===== src/rtl/imem_loader.sv =====
// imem_loader: boot-time instruction loader. Parses a framed byte stream
// (sync, 16-bit word count, big-endian data words, XOR checksum), writes
// each word to the core's instruction-fill port and keeps the core in reset
// until a complete image with a matching checksum has been written.
module imem_loader #(
   parameter logic [31:0] ADDR_BASE = 32'h0000_0000,
   parameter int          MAX_WORDS = 1024
) (
   input  logic        clk,
   input  logic        reset,
   input  logic [7:0]  ByteIn,
   input  logic        ByteVal,
   output logic        ByteRdy,
   input  logic        Restart,
   output logic [31:0] IntrAddr_FL0,
   output logic [31:0] IntrFill_FL0,
   output logic        FillVal_FL0,
   output logic        CoreReset,
   output logic        LoadDone,
   output logic        LoadErr
);

   typedef enum logic [2:0] {
      S_IDLE,
      S_CNT_HI,
      S_CNT_LO,
      S_DATA,
      S_CSUM,
      S_DONE,
      S_ERR
   } state_t;

   localparam logic [7:0]  SYNC_BYTE = 8'hA5;
   localparam logic [16:0] MAX_W     = 17'(MAX_WORDS);

   state_t      state_q, state_d;
   logic [15:0] cnt_q, cnt_d;
   logic [15:0] idx_q, idx_d;
   logic [1:0]  lane_q, lane_d;
   logic [23:0] word_q, word_d;
   logic [7:0]  csum_q, csum_d;
   logic [31:0] addr_q, addr_d;
   logic [31:0] fill_q, fill_d;
   logic        fval_q, fval_d;
   logic        core_rst_q, core_rst_d;
   logic        done_q, done_d;
   logic        err_q, err_d;

   logic        loading;
   logic        xfer;
   logic [15:0] count_full;

   // Ready only while the frame is still being parsed and no restart or reset is pending.
   always_comb begin
      loading = (state_q == S_IDLE) || (state_q == S_CNT_HI) || (state_q == S_CNT_LO) ||
                (state_q == S_DATA) || (state_q == S_CSUM);
      ByteRdy = loading & ~Restart & reset;
      xfer    = ByteVal & ByteRdy;
   end

   // Frame parser: next state, word assembly, checksum and fill generation.
   always_comb begin
      state_d    = state_q;
      cnt_d      = cnt_q;
      idx_d      = idx_q;
      lane_d     = lane_q;
      word_d     = word_q;
      csum_d     = csum_q;
      addr_d     = addr_q;
      fill_d     = fill_q;
      fval_d     = 1'b0;
      core_rst_d = core_rst_q;
      done_d     = done_q;
      err_d      = err_q;
      count_full = {cnt_q[15:8], ByteIn};

      if (Restart) begin
         state_d    = S_IDLE;
         core_rst_d = 1'b1;
         done_d     = 1'b0;
         err_d      = 1'b0;
         idx_d      = 16'd0;
         lane_d     = 2'd0;
         csum_d     = 8'd0;
      end else if (xfer) begin
         case (state_q)
            S_IDLE: begin
               if (ByteIn == SYNC_BYTE) begin
                  state_d = S_CNT_HI;
                  csum_d  = 8'd0;
                  idx_d   = 16'd0;
                  lane_d  = 2'd0;
               end
            end
            S_CNT_HI: begin
               cnt_d   = {ByteIn, 8'd0};
               state_d = S_CNT_LO;
            end
            S_CNT_LO: begin
               cnt_d = count_full;
               if ({1'b0, count_full} > MAX_W) begin
                  state_d    = S_ERR;
                  err_d      = 1'b1;
                  core_rst_d = 1'b1;
               end else if (count_full == 16'd0) begin
                  state_d = S_CSUM;
               end else begin
                  state_d = S_DATA;
               end
            end
            S_DATA: begin
               csum_d = csum_q ^ ByteIn;
               lane_d = lane_q + 2'd1;
               if (lane_q == 2'd3) begin
                  fill_d = {word_q, ByteIn};
                  addr_d = ADDR_BASE + {14'd0, idx_q, 2'b00};
                  fval_d = 1'b1;
                  idx_d  = idx_q + 16'd1;
                  if ((idx_q + 16'd1) == cnt_q) begin
                     state_d = S_CSUM;
                  end
               end else begin
                  word_d = {word_q[15:0], ByteIn};
               end
            end
            S_CSUM: begin
               if (ByteIn == csum_q) begin
                  state_d    = S_DONE;
                  done_d     = 1'b1;
                  core_rst_d = 1'b0;
               end else begin
                  state_d    = S_ERR;
                  err_d      = 1'b1;
                  core_rst_d = 1'b1;
               end
            end
            default: begin
               state_d = state_q;
            end
         endcase
      end
   end

   // State and output registers; reset discards any partially assembled word.
   always_ff @(posedge clk or negedge reset) begin
      if (!reset) begin
         state_q    <= S_IDLE;
         cnt_q      <= 16'd0;
         idx_q      <= 16'd0;
         lane_q     <= 2'd0;
         word_q     <= 24'd0;
         csum_q     <= 8'd0;
         addr_q     <= ADDR_BASE;
         fill_q     <= 32'd0;
         fval_q     <= 1'b0;
         core_rst_q <= 1'b1;
         done_q     <= 1'b0;
         err_q      <= 1'b0;
      end else begin
         state_q    <= state_d;
         cnt_q      <= cnt_d;
         idx_q      <= idx_d;
         lane_q     <= lane_d;
         word_q     <= word_d;
         csum_q     <= csum_d;
         addr_q     <= addr_d;
         fill_q     <= fill_d;
         fval_q     <= fval_d;
         core_rst_q <= core_rst_d;
         done_q     <= done_d;
         err_q      <= err_d;
      end
   end

   assign IntrAddr_FL0 = addr_q;
   assign IntrFill_FL0 = fill_q;
   assign FillVal_FL0  = fval_q;
   assign CoreReset    = core_rst_q;
   assign LoadDone     = done_q;
   assign LoadErr      = err_q;

endmodule


===== config.mk =====
export PLATFORM = sky130hd
export DESIGN_NAME = imem_loader
export DESIGN_NICKNAME = d
export VERILOG_FILES = /design/src/rtl/imem_loader.sv
export SDC_FILE = /design/constraint.sdc
export NUM_CORES = 1
export LEC_CHECK = 0
export BUFFER_PORTS_ARGS = -buffer_cell sky130_fd_sc_hd__buf_4
export CAP_MARGIN = 20
export CORE_ASPECT_RATIO = 0.6
export CORE_MARGIN = 2
export CORE_UTILIZATION = 45
export CTS_CLUSTER_DIAMETER = 30
export DETAILED_ROUTE_END_ITERATION = 8
export MAX_ROUTING_LAYER = met4
export PLACE_DENSITY = 0.63
export SYNTH_ARGS = -nofsm -noshare
export SYNTH_HDL_FRONTEND = slang
export SYNTH_SLANG_ARGS = --single-unit

===== constraint.sdc =====
create_clock -name clk -period 4.7 [get_ports clk]
set_clock_uncertainty 0.05 [all_clocks]
set_input_delay 0.47 -clock clk [delete_from_list [all_inputs] [get_ports clk]]
set_output_delay 0.47 -clock clk [all_outputs]
set_load 0.05 [all_outputs]

==> results.toml <==
[status]
status = "complete, no violations"

[final_layout]
syn_to_final_growth_pct = 17.5
layout-drive-gt1-share_pct = 22.4
fin_nets = 670
num_antenna_cells = 0
utilization_pct = 54.2

[cts]
cts_max_level = 4
cts.sinks = 121
cts_tree = "built"
cts.path.max_buffers = 2
clk_pin_slew_ps = 60
clk_latency_ps = 410
cts_inserted_buffers = 17
root_buffer = "clkbuf_16"

[grt]
antenna_found_initial = 0
overflow = 0
grt_pass1_wl_mm = 23.4
grt_usage_pct = 21.5
grt_pass1_vias = 4474
grt_max_degree = 67

[die]
start_util_pct = 46.1
pin_count = 81
row_count = 32
die_h_um = 92.7
dieArea_sq_um = 14100
coreArea_sq_um = 12800
dieWidth_um = 152

[critical_path]
cp.arrival_ps = 3390
critical_path.max_stage_delay_ps = 550
start_kind = "register"
required_ps = 4940
end_kind = "register"
critPathKind = "register to register"
slowest_stage = "dfrtp_1"
crit_fanout = 10
path_cells = "ha_1 -> nand3_1 -> nor3_2 -> mux2_2 -> a221oi_1 -> nand4_1 -> a221o_1"

[placement]
finalWeightedCongestion = 0.873
portBuffers = 64
dp_hpwl_mm = 9.38

[sta]
period_share_pct = 67.0
tightest_slew_ps = 1070
slew_headroom_pct = 28.6
setup_tns_ps = 0
drv_slew = 0
holdWs_ps = 261
fmax_ghz = 0.318
rsz0062_at_grt = "false"
setup_viol = 0
fin_crit_ps = 3150
hold_viol = 0

[yosys]
synth_cells = 611
yosysTopAreaCellShare_pct = 50.9
synth_edf_count = 0
yosys.area_share.simple_pct = 21.6
synth-compound-area-share_pct = 10.8
synth_area_sq_um = 5900
ys_seq_area_share_pct = 51.3
synth_area_leaders = "dfrtp_1 51%, nand2_1 10%, mux2_2 6.3%"
ys_seq_elements = 121
synthAdderAreaFrac_pct = 0.424
synthArstFlopShare_pct = 100
synthMuxAreaShare_pct = 6.30
synth_top_family_by_area = "simple AND/OR/NAND/NOR gates"
synth-xor-area-share_pct = 3.71
synth.avg_cell_area_sq_um = 9.66
synth_cell_types = 66
ys.flop_type = "dfrtp_1"
yosysWarningCount = 0
yosysMostFrequentCell = "nand2_1"
yosys-top-cells-count = "159 x nand2_1, 120 x dfrtp_1, 44 x o21ai_0, 33 x mux2_2, 32 x nor2_1"
yosysTopAreaCell = "dfrtp_1"

[pwr]
p_per_area_nw_per_um2 = 422
finalPower_mw = 2.93
power_leakage_nw = 3.47
vdd_drop_max_mv = 0.278

[detailed_routing]
drt_wl_total_mm = 14.0
drtAntennaViolNets = 0
via_per_inst = 5.44
wl_per_cell_um = 16.7
drc = 0
first_pass_iters = 6
vias = 4563
drt_iter0_drc = 292

[worst_hold_path]
holdCritPathClass = "input port to register"

[run]
cap_viol_max_count = 0
[sequential cells by signal (all words and copies together), names as in the netlist]
register and cells:
LoadDone 1, state_q 3, idx_q 16, csum_q 8
LoadErr 1, FillVal_FL0 1, word_q 24, cnt_q 16
IntrFill_FL0 32, IntrAddr_FL0 16, lane_q 2, CoreReset 1
[report_power, final]
group / internal, mW / switching, mW
clock: 0.730 / 0.488
sequential: 1.14 / 0.132
combinational: 0.202 / 0.233
[cell usage in the layout (no fill, tap or decap), drive strengths merged, types with 3 or more instances in the layout]
master    Yosys  layout
clkbuf       22      19
nor3          8       8
nor2         32      32
and2          3       3
nand2b       10      10
nand4        10      10
nand4b        3       3
conb          1      16
mux2         33      33
clkinvlp      0       5
nor4          6       6
and3          5       5
xnor2        18      18
a22o          9       9
clkinv        0       4
nand3b        3       3
or4           3       3
and4          3       3
nand2       159     159
dfrtp       120     120
nand3         7       7
a211oi        4       4
buf          37      69
xor2          7       7
inv           7      10
o31ai         5       5
a21oi        10      10
o21ai        45      45
[layout make-up]
type / instances / area (sq um)
clock inverter: 13 / 121
tap: 170 / 213
timing repair buffer: 70 / 528
multi-input combinational: 439 / 2590
sequential: 121 / 3030
inverter: 7 / 26.3
clock buffer: 19 / 433
fill: 1137 / 5870
[per-layer routing]
| layer | track usage, % | up-vias | routed length [um] |
|---|---|---|---|
| met5 | - | - | 0 |
| met4 | 6.07 | 0 | 87 |
| met3 | 4.63 | 11 | 760 |
| met2 | 30.4 | 156 | 5990 |
| met1 | 31.3 | 2247 | 7180 |
| li1 | - | 2149 | - |
[worst paths after layout]
| kind | startpoint | end | slack (ps) | cells past startpoint |
|---|---|---|---|---|
| max in group asynchronous | reset | idx_q[8] | 2540 | 4 |
| max | idx_q[0] | state_q[1] | 1550 | 7 |
| min in group asynchronous | reset | IntrFill_FL0[6] | 430 | 2 |
| max reg2reg | idx_q[0] | state_q[1] | 1550 | 7 |
| min reg2reg | word_q[21] | IntrFill_FL0[29] | 420 | 2 |
| min | Restart | LoadDone | 260 | 2 |
[metrics by stage]
| step | setup slack, ps | area [sq um] | cells |
|---|---|---|---|
| after floorplan | 2200 | 5960 | 626 |
| after global placement | 1530 | 6370 | 805 |
| after detailed placement | 1600 | 6370 | 806 |
| after CTS | 1580 | 6940 | 839 |
| after global routing | 1230 | 6940 | 839 |
| final | 1550 | 6940 | 839 |
[critical path, delay by kind of cell, from the launching register on]
family | cells | cell delay, ps
fa+ha+maj | 1 | 400
mux | 1 | 370
flops | 1 | 550
simple gates | 3 | 930
compound gates | 2 | 730
[what timing repair did]
| action | 4_1_cts | 5_1_grt |
|---|---|---|
| resized for setup | 0 | 0 |
| setup buffers | 0 | 0 |
| hold buffers | 1 | 0 |
| hold endpoints to repair | 16 | 0 |
[logic make-up (layout without fill, tap and decap cells)]
kind of cell / count (synthesis) / after routing
AOI/OAI and AO/OA: 98 / 98
xor gates and xnor gates: 25 / 25
adders and majority gates: 2 / 2
buffers and inverters: 66 / 109
DFF: 121 / 121
muxes: 33 / 33
other: 1 / 16
and+or+nand+nor: 265 / 265
No activity file was read; power rests on OpenSTA's default activity.
